[config.mk]
export PLATFORM = sky130hd
export DESIGN_NAME = axis_packet_arbiter
export DESIGN_NICKNAME = d
export VERILOG_FILES = /design/src/rtl/axis_packet_arbiter.sv
export SDC_FILE = /design/constraint.sdc
export NUM_CORES = 1
export LEC_CHECK = 0
export BUFFER_PORTS_ARGS = -buffer_cell sky130_fd_sc_hd__buf_2
export CAP_MARGIN = 40
export CORE_ASPECT_RATIO = 2
export CORE_MARGIN = 4
export CORE_UTILIZATION = 40
export CTS_CLUSTER_SIZE = 8
export DETAILED_ROUTE_END_ITERATION = 7
export GPL_TIMING_DRIVEN = 0
export PLACE_DENSITY = 0.73
export SETUP_SLACK_MARGIN = 0.3
export SLEW_MARGIN = 20
export SYNTH_ARGS = -nofsm -noshare
export SYNTH_HDL_FRONTEND = slang
export SYNTH_HIERARCHICAL = 1
export SYNTH_SLANG_ARGS = --single-unit
[constraint.sdc]
create_clock -name clk -period 6.71 [get_ports clk]
set_input_delay 1.342 -clock clk [delete_from_list [all_inputs] [get_ports clk]]
set_output_delay 1.342 -clock clk [all_outputs]
set_load 0.02 [all_outputs]
[src/rtl/axis_packet_arbiter.sv]
// Round-robin packet arbiter: N AXI-Stream requesters share one output stream.
// A grant is held from the first beat until the tlast handshake of the granted packet.

module axis_pkt_counter #(
    parameter int COUNT_WIDTH = 16
) (
    input  logic                   clk,
    input  logic                   rst_n,
    input  logic                   inc,
    output logic [COUNT_WIDTH-1:0] count
);
    // Saturate at all-ones rather than wrapping.
    always_ff @(posedge clk or negedge rst_n) begin
        if (!rst_n)
            count <= '0;
        else if (inc && (count != '1))
            count <= count + COUNT_WIDTH'(1);
    end
endmodule

module axis_packet_arbiter #(
    parameter int NUM_IN      = 4,
    parameter int TDATA_WIDTH = 32,
    parameter int TDEST_WIDTH = 2,
    parameter int TID_WIDTH   = 2,
    parameter int COUNT_WIDTH = 16,
    localparam int GW         = (NUM_IN > 1) ? $clog2(NUM_IN) : 1
) (
    input  logic                   clk,
    input  logic                   rst_n,
    input  logic                   axis_in_tvalid [NUM_IN],
    output logic                   axis_in_tready [NUM_IN],
    input  logic                   axis_in_tlast  [NUM_IN],
    input  logic [TDATA_WIDTH-1:0] axis_in_tdata  [NUM_IN],
    input  logic [TDEST_WIDTH-1:0] axis_in_tdest  [NUM_IN],
    input  logic [TID_WIDTH-1:0]   axis_in_tid    [NUM_IN],
    output logic                   axis_out_tvalid,
    input  logic                   axis_out_tready,
    output logic [TDATA_WIDTH-1:0] axis_out_tdata,
    output logic                   axis_out_tlast,
    output logic [TDEST_WIDTH-1:0] axis_out_tdest,
    output logic [TID_WIDTH-1:0]   axis_out_tid,
    output logic [GW-1:0]          grant_id,
    output logic                   busy,
    output logic [COUNT_WIDTH-1:0] pkt_count [NUM_IN]
);
    typedef enum logic {IDLE, LOCKED} state_t;

    state_t          state_q, state_d;
    logic [GW-1:0]   grant_q, grant_d;
    logic [GW-1:0]   ptr_q, ptr_d;
    logic            arb_en_q;
    logic            sel_found;
    logic [GW-1:0]   sel_idx;
    logic            locked;
    logic            tlast_hs;

    assign locked   = (state_q == LOCKED);
    assign tlast_hs = locked && axis_in_tvalid[grant_q] && axis_out_tready
                      && axis_in_tlast[grant_q];

    // First valid requester at or after ptr, wrapping modulo NUM_IN.
    always_comb begin
        sel_found = 1'b0;
        sel_idx   = '0;
        for (int i = 0; i < NUM_IN; i++) begin
            if (!sel_found && axis_in_tvalid[(int'(ptr_q) + i) % NUM_IN]) begin
                sel_found = 1'b1;
                sel_idx   = GW'((int'(ptr_q) + i) % NUM_IN);
            end
        end
    end

    always_comb begin
        state_d = state_q;
        grant_d = grant_q;
        ptr_d   = ptr_q;
        case (state_q)
            IDLE: begin
                if (arb_en_q && sel_found) begin
                    state_d = LOCKED;
                    grant_d = sel_idx;
                end
            end
            LOCKED: begin
                if (tlast_hs) begin
                    state_d = IDLE;
                    ptr_d   = GW'((int'(grant_q) + 1) % NUM_IN);
                end
            end
            default: state_d = IDLE;
        endcase
    end

    // arb_en_q keeps the first edge after reset release grant-free.
    always_ff @(posedge clk or negedge rst_n) begin
        if (!rst_n) begin
            state_q  <= IDLE;
            grant_q  <= '0;
            ptr_q    <= '0;
            arb_en_q <= 1'b0;
        end else begin
            state_q  <= state_d;
            grant_q  <= grant_d;
            ptr_q    <= ptr_d;
            arb_en_q <= 1'b1;
        end
    end

    // Ready depends only on state, grant and downstream ready, never on tvalid.
    always_comb begin
        for (int i = 0; i < NUM_IN; i++)
            axis_in_tready[i] = locked && (grant_q == GW'(i)) && axis_out_tready;
    end

    assign axis_out_tvalid = locked && axis_in_tvalid[grant_q];
    assign axis_out_tlast  = locked && axis_in_tlast[grant_q];
    assign axis_out_tdata  = axis_in_tdata[grant_q];
    assign axis_out_tdest  = axis_in_tdest[grant_q];
    assign axis_out_tid    = axis_in_tid[grant_q];
    assign grant_id        = grant_q;
    assign busy            = locked;

    for (genvar g = 0; g < NUM_IN; g++) begin : g_cnt
        axis_pkt_counter #(.COUNT_WIDTH(COUNT_WIDTH)) u_cnt (
            .clk   (clk),
            .rst_n (rst_n),
            .inc   (tlast_hs && (grant_q == GW'(g))),
            .count (pkt_count[g])
        );
    end
endmodule

==> impl_metrics.yaml, run 1 <==
timing:
  drv_slew: 0
  fmax_mhz: 269
  fin_ws_ns: 2.99
  setup_viol: 0
  worstMarginPinSlew_ns: 0.641
  max_slew_margin: 0.573
  period_needed_ns: 3.72
  fin_crit_sh: 0.554
  rsz0062_at_grt: "false"
  finalClockSkew_ns: 0.00599
  fin_setup_tns_ns: 0
  final_hold_viol_count: 0
drt:
  drt-pass1-iter-count: 4
  num_vias: 4689
  wire_per_inst_um: 22.0
  wl_met3_mm: 1.45
  route.met2.wl_mm: 9.12
  first_iter_violations: 177
  viasPerCell: 5.83
  wl_mm: 17.7
  wl_met1_mm: 6.82
  antenna_left: 0
  drc: 0
  top_layer: "met4"
global_routing:
  track_usage: 0.253
  grt_pass1_vias: 4846
  antenna_found_initial: 0
  grt.overflow.total: 0
  grt_pass1_wl_mm: 26.4
  grt_max_degree: 54
worst_setup_path:
  crit_path_start_kind: "input port"
  crit_fanout: 7
  slowest_stage: "mux4_2"
  arrival_ns: 2.38
  cp_common_cell: "buf_2"
  crit_chain: "buf_2 -> mux4_2 -> and2_1 -> buf_2"
  endpoint_kind: "output port"
  criticalPathCategory: "in -> out"
  cp.required_ns: 5.37
  cp_slowest_stage_delay_ns: 0.56
power:
  power_density_mw_per_mm2: 311
  ir_drop_mv: 0.212
  power_mw: 2.06
  p_leak_nw: 3.38
synth:
  ys_ff_latch: 70
  synth-main-ff-cell: "dfrtp_1"
  netlist_instances: 379
  netlist-cell-type-count: 43
  synth_edf_count: 0
  syn_area_sq_mm: 0.00477
  synth_nets: 542
  yosysTopAreaCellShare: 0.367
  synth.area.top_cells: "dfrtp_1 37%, mux4_2 18%, nand4_1 4.2%"
  ys_seq_area_frac: 0.367
  async_flop_share: 1.00
  synth_area_leader_cell: "dfrtp_1"
  avgSynthCellArea_sq_um: 12.6
  synth_warnings: 6
floorplan:
  initial_core_util: 0.408
  ios: 264
  chipHeight_um: 163
  die_width_um: 85.3
  num_rows: 56
  core_area_sq_mm: 0.0117
  dieArea_sq_mm: 0.0139
placed_design:
  dp.final_hpwl_mm: 15.0
  place_congestion: 0.931
  place_ws_ns: 2.99
  place_area_sq_mm: 0.00630
  place.port_buffers: 263
clock_network:
  holdBufCountCts: 0
  clk_pin_slew_ns: 0.06
  cts_setup_buffers: 0
  cts_tree: "done"
  cts.htree.levels: 3
  cts-resized-gates: 0
  cts.sinks: 70
  cts_buffer_depth: 2
  root_buffer: "clkbuf_16"
  cts_inserted_buffers: 9
  clk-insertion-delay-late_ns: 0.33
final_layout:
  area_delta_synth_final_pct: 38.6
  fin_util: 0.566
  drive_gt1_frac: 0.557
  final_nets: 817
  fillers: 1055
  fin_area_sq_mm: 0.00662
  diodes: 0
run:
  maxCapViolCount: 0
run_status:
  status: "finished clean"
hold_path:
  hold_class: "reg -> reg"
-- state kept, by name, indices dropped and copies added, names as in the netlist --
register and count:
grant_id 2, ptr_q 2, arb_en_q 1, g_cnt.u_cnt/count 64, busy 1
-- worst max-delay path, delay by kind of cell --
family / cells / cell delay, ns
mux: 1 / 0.56
buf+inv: 2 / 0.27
simple gates: 1 / 0.19
-- cell usage after synthesis, drive strengths merged, types with 4 or more instances --
| cell type | n |
|---|---|
| nand2 | 17 |
| o211ai | 4 |
| xor2 | 8 |
| o21ai | 5 |
| a21oi | 14 |
| mux4 | 38 |
| nand4 | 41 |
| and4b | 4 |
| a32oi | 4 |
| a31oi | 12 |
| nor3 | 4 |
| ha | 8 |
| and3 | 16 |
| buf | 8 |
| inv | 5 |
| xnor2 | 20 |
| nor2 | 13 |
| o21a | 20 |
| mux2 | 7 |
| nand3 | 25 |
| and4 | 12 |
| nor4 | 9 |
| o31ai | 4 |
| dfrtp | 70 |
-- power by group --
| group | internal [mW] | switching (mW) | total (mW) | leakage (nW) |
|---|---|---|---|---|
| Clock | 0.334 | 0.175 | 0.510 | 0.157 |
| Sequential | 0.464 | 0.0707 | 0.535 | 0.954 |
| Combinational | 0.423 | 0.594 | 1.02 | 2.27 |
| Total | 1.22 | 0.840 | 2.06 | 3.38 |
-- cells in the final DEF (no fill, tap or decap), drive strengths merged, types with 9 or more instances in the layout --
master and count:
buf 272, dfrtp 70, nand4 41, mux4 38, nand3 25, o21a 20, xnor2 20, nand2 17
and3 16, a21oi 14, nor2 13, clkbuf 13, a31oi 12, and4 12, nor4 9
-- logic make-up after synthesis --
family,count (synthesis),synth area share
AO/OA/AOI/OAI,68,0.107
XOR/XNOR,28,0.0514
adder cells (fa/ha/maj),8,0.0210
buffers and inverters,14,0.0162
flip-flops,70,0.367
multiplexers,46,0.198
other,1,0.000785
AND/OR/NAND/NOR,144,0.239
-- metal layers --
layer,up-vias,GRT usage
met2,281,0.451
met3,25,0.0461
li1,2105,-
met5,-,0
met4,0,0.0821
met1,2278,0.302
-- area by class of cell --
type                    instances  area (sq um)  area share
clock buffers                  12           246      0.0372
flip-flops and latches         70          1750       0.265
well taps                     145           181      0.0274
multi-input cells             295          2950       0.445
repair buffers                264          1350       0.203
inverters                       5          18.8     0.00284
clock inverters                 4          70.1      0.0106
plain buffers                   9          58.8     0.00888
-- worst paths after layout --
check | startpoint | slack (ns) | end | depth (start not counted)
max in group asynchronous | rst_n | 5.26 | g_cnt[2].u_cnt/count[0]$_DFFE_PN0P_ | 2
worst max-delay path | axis_in_tvalid[0] | 2.99 | axis_out_tvalid | 4
worst min register to register | g_cnt[0].u_cnt/count[15]$_DFFE_PN0P_ | 0.53 | g_cnt[0].u_cnt/count[15]$_DFFE_PN0P_ | 1
min in group asynchronous | rst_n | 0.89 | g_cnt[0].u_cnt/count[5]$_DFFE_PN0P_ | 1
worst min-delay path | g_cnt[0].u_cnt/count[15]$_DFFE_PN0P_ | 0.53 | g_cnt[0].u_cnt/count[15]$_DFFE_PN0P_ | 1
worst max register to register | grant_id[1]$_DFFE_PN0P_ | 3.95 | g_cnt[0].u_cnt/count[7]$_DFFE_PN0P_ | 10
-- through the flow --
| stage | cells | hold WS [ns] |
|---|---|---|
| after floorplan | 379 | 0.540 |
| after global placement | 787 | 0.490 |
| after detailed placement | 788 | 0.503 |
| after CTS | 804 | 0.510 |
| after global routing | 804 | 0.532 |
| final | 804 | 0.525 |
(Power assumes the default switching activity.)
==> inputs of run 2 (changes only) <==
- ABC_AREA: unset -> 1
- PLACE_DENSITY: 0.73 -> 0.72
- clock period: 6.71 -> 3 ns (I/O delays scaled with it)
==> impl_metrics.yaml, run 2 <==
final_layout:
  final_cell_mix: "295 x nand2_1, 269 x buf_2, 137 x nor2_1"
  diodes: 0
  largest_reg_flops: 64
  area_delta_synth_final_pct: 33.8
  regMostFlops: "g_cnt.u_cnt/count"
  final_nets: 1360
  layout_commonest_cell: "nand2_1"
  drive_gt1_frac: 0.333
  fin_area_sq_mm: 0.00792
  fin_util: 0.549
drt:
  num_vias: 7153
  drc: 0
  wire_per_inst_um: 16.3
  viasPerCell: 5.13
  drt-pass1-iter-count: 5
  antenna_left: 0
  first_iter_violations: 340
  wl_mm: 22.7
global_routing:
  antenna_found_initial: 1
  grt_pass1_vias: 7176
  track_usage: 0.267
  met3_usage: 0.0443
  grt_max_degree: 45
  busiest_layer: "met2"
  grt.met1_usage: 0.284
  grt_pass1_wl_mm: 35.6
  met2_usage: 0.496
  grt.overflow.total: 0
clock_network:
  cts.htree.levels: 3
  holdBufCountCts: 0
  cts.sinks: 70
  cts_buffer_depth: 2
  cts_inserted_buffers: 9
  clk-insertion-delay-late_ns: 0.33
  cts_tree: "done"
  clk_pin_slew_ns: 0.06
  root_buffer: "clkbuf_16"
worst_setup_path:
  crit_path_start_kind: "register"
  reg2reg_depth: 14
  cp.required_ns: 2.40
  arrival_ns: 2.04
  endpoint_kind: "output port"
  crit_fanout: 10
  criticalPathCategory: "reg -> out"
floorplan:
  initial_core_util: 0.410
  chipHeight_um: 180
  num_rows: 62
  dieArea_sq_mm: 0.0169
  die_width_um: 94.0
  core_area_sq_mm: 0.0144
  ios: 264
timing:
  setup_viol: 0
  finalClockSkew_ns: 0.00821
  rsz0062_at_grt: "false"
  final_hold_viol_count: 0
  fin_setup_tns_ns: 0
  period_needed_ns: 2.64
  drv_slew: 0
  fmax_mhz: 379
  fin_crit_sh: 0.879
synth:
  netlist_instances: 918
  synth_common_cells: "295 x nand2_1, 137 x nor2_1, 97 x o21ai_0"
  synth_nets: 1081
  synth-main-ff-cell: "dfrtp_1"
  synth_area_leader_cell: "dfrtp_1"
  synth.area.top_cells: "dfrtp_1 30%, nand2_1 19%, nor2_1 8.7%"
  ys_ff_latch: 70
  avgSynthCellArea_sq_um: 6.45
  yosysTopAreaCellShare: 0.296
  yosys.cell_count.top_type: "nand2_1"
  synth_warnings: 6
  syn_area_sq_mm: 0.00592
  synth_edf_count: 0
  async_flop_share: 1.00
  netlist-cell-type-count: 31
  ys_seq_area_frac: 0.296
placed_design:
  dp.final_hpwl_mm: 18.9
  place_congestion: 0.971
  place.port_buffers: 263
  place_area_sq_mm: 0.00750
power:
  power_density_mw_per_mm2: 843
  ir_drop_mv: 0.573
  p_leak_nw: 4.03
  power_mw: 6.67
run:
  maxCapViolCount: 0
run_status:
  status: "finished clean"
hold_path:
  hold_class: "in -> async"
## run 2: changes by cell type after synthesis, sizes merged, moves of 13 or more
cell   previous run  this run
nand4            41        26
inv               5        72
o21a             20         0
buf               8        21
nand3            25        39
o21ai             5       111
mux4             38         0
o22ai             1        36
nor2             13       167
and3             16         0
nand2            17       322
## run 2: cell type report
type,instances,area (sq um)
fillers,1457,6510
multi-input cells,743,3700
flip-flops and latches,70,1750
repair buffers,268,1380
inverters,72,270
well taps,192,240
plain buffers,33,234
clock buffers,9,225
clock inverters,6,111
## run 2: final timing paths
check | startpoint | endpoint | slack (ns)
setup / recovery | grant_id[1]$_DFFE_PN0P_ | axis_out_tdata[22] | 0.36
hold / removal | rst_n | g_cnt[0].u_cnt/count[9]$_DFFE_PN0P_ | 0.18
setup reg to reg | grant_id[0]$_DFFE_PN0P_ | g_cnt[3].u_cnt/count[15]$_DFFE_PN0P_ | 0.54
hold reg to reg | g_cnt[0].u_cnt/count[1]$_DFFE_PN0P_ | g_cnt[0].u_cnt/count[1]$_DFFE_PN0P_ | 0.55
max in group asynchronous | rst_n | g_cnt[1].u_cnt/count[7]$_DFFE_PN0P_ | 2.25
min in group clk | g_cnt[0].u_cnt/count[1]$_DFFE_PN0P_ | g_cnt[0].u_cnt/count[1]$_DFFE_PN0P_ | 0.55
## run 2: report_power, final
| part | internal [mW] | leakage, nW | total, mW | switching [mW] |
|---|---|---|---|---|
| clock | 0.807 | 0.161 | 1.23 | 0.419 |
| sequential | 1.15 | 0.873 | 1.48 | 0.329 |
| combinational | 1.28 | 3.00 | 3.97 | 2.69 |
| total | 3.24 | 4.03 | 6.67 | 3.44 |
## run 2: repair_timing
item                       4_1_cts  5_1_grt
gates resized for setup         14        7
buffers inserted                 0        4
setup endpoints to repair       34        7
## run 2: stage by stage
step	hold WS (ns)	setup WS (ns)	cells
global route	0.212	0.304	1393
global placement	0.538	0.172	1373
detailed placement	0.545	0.193	1374
CTS	0.193	0.287	1389
floorplan	0.304	0.661	918
finish	0.185	0.363	1393
## run 2: cells by family after synthesis
kind of cell	after synthesis	share of synthesized area
AND/OR/NAND/NOR	559	0.428
other	1	0.000634
XOR/XNOR	24	0.0355
flip-flops	70	0.296
adder cells (fa/ha/maj)	8	0.0169
AO/OA/AOI/OAI	151	0.141
buffers and inverters	105	0.0820
## run 2: critical path, stage by stage, from the launching register on
cell and delay, ns:
dfrtp_2 0.49, inv_1 0.14, clkbuf_4 0.22, clkbuf_2 0.24
o21ai_0 0.12, o22ai_1 0.22, buf_2 0.27
## run 2: per-layer routing
metal	up-vias	part of all wire
li1	3521	-
met1	3265	0.35
met2	317	0.53
met3	50	0.076
met4	0	0.037
met5	-	0
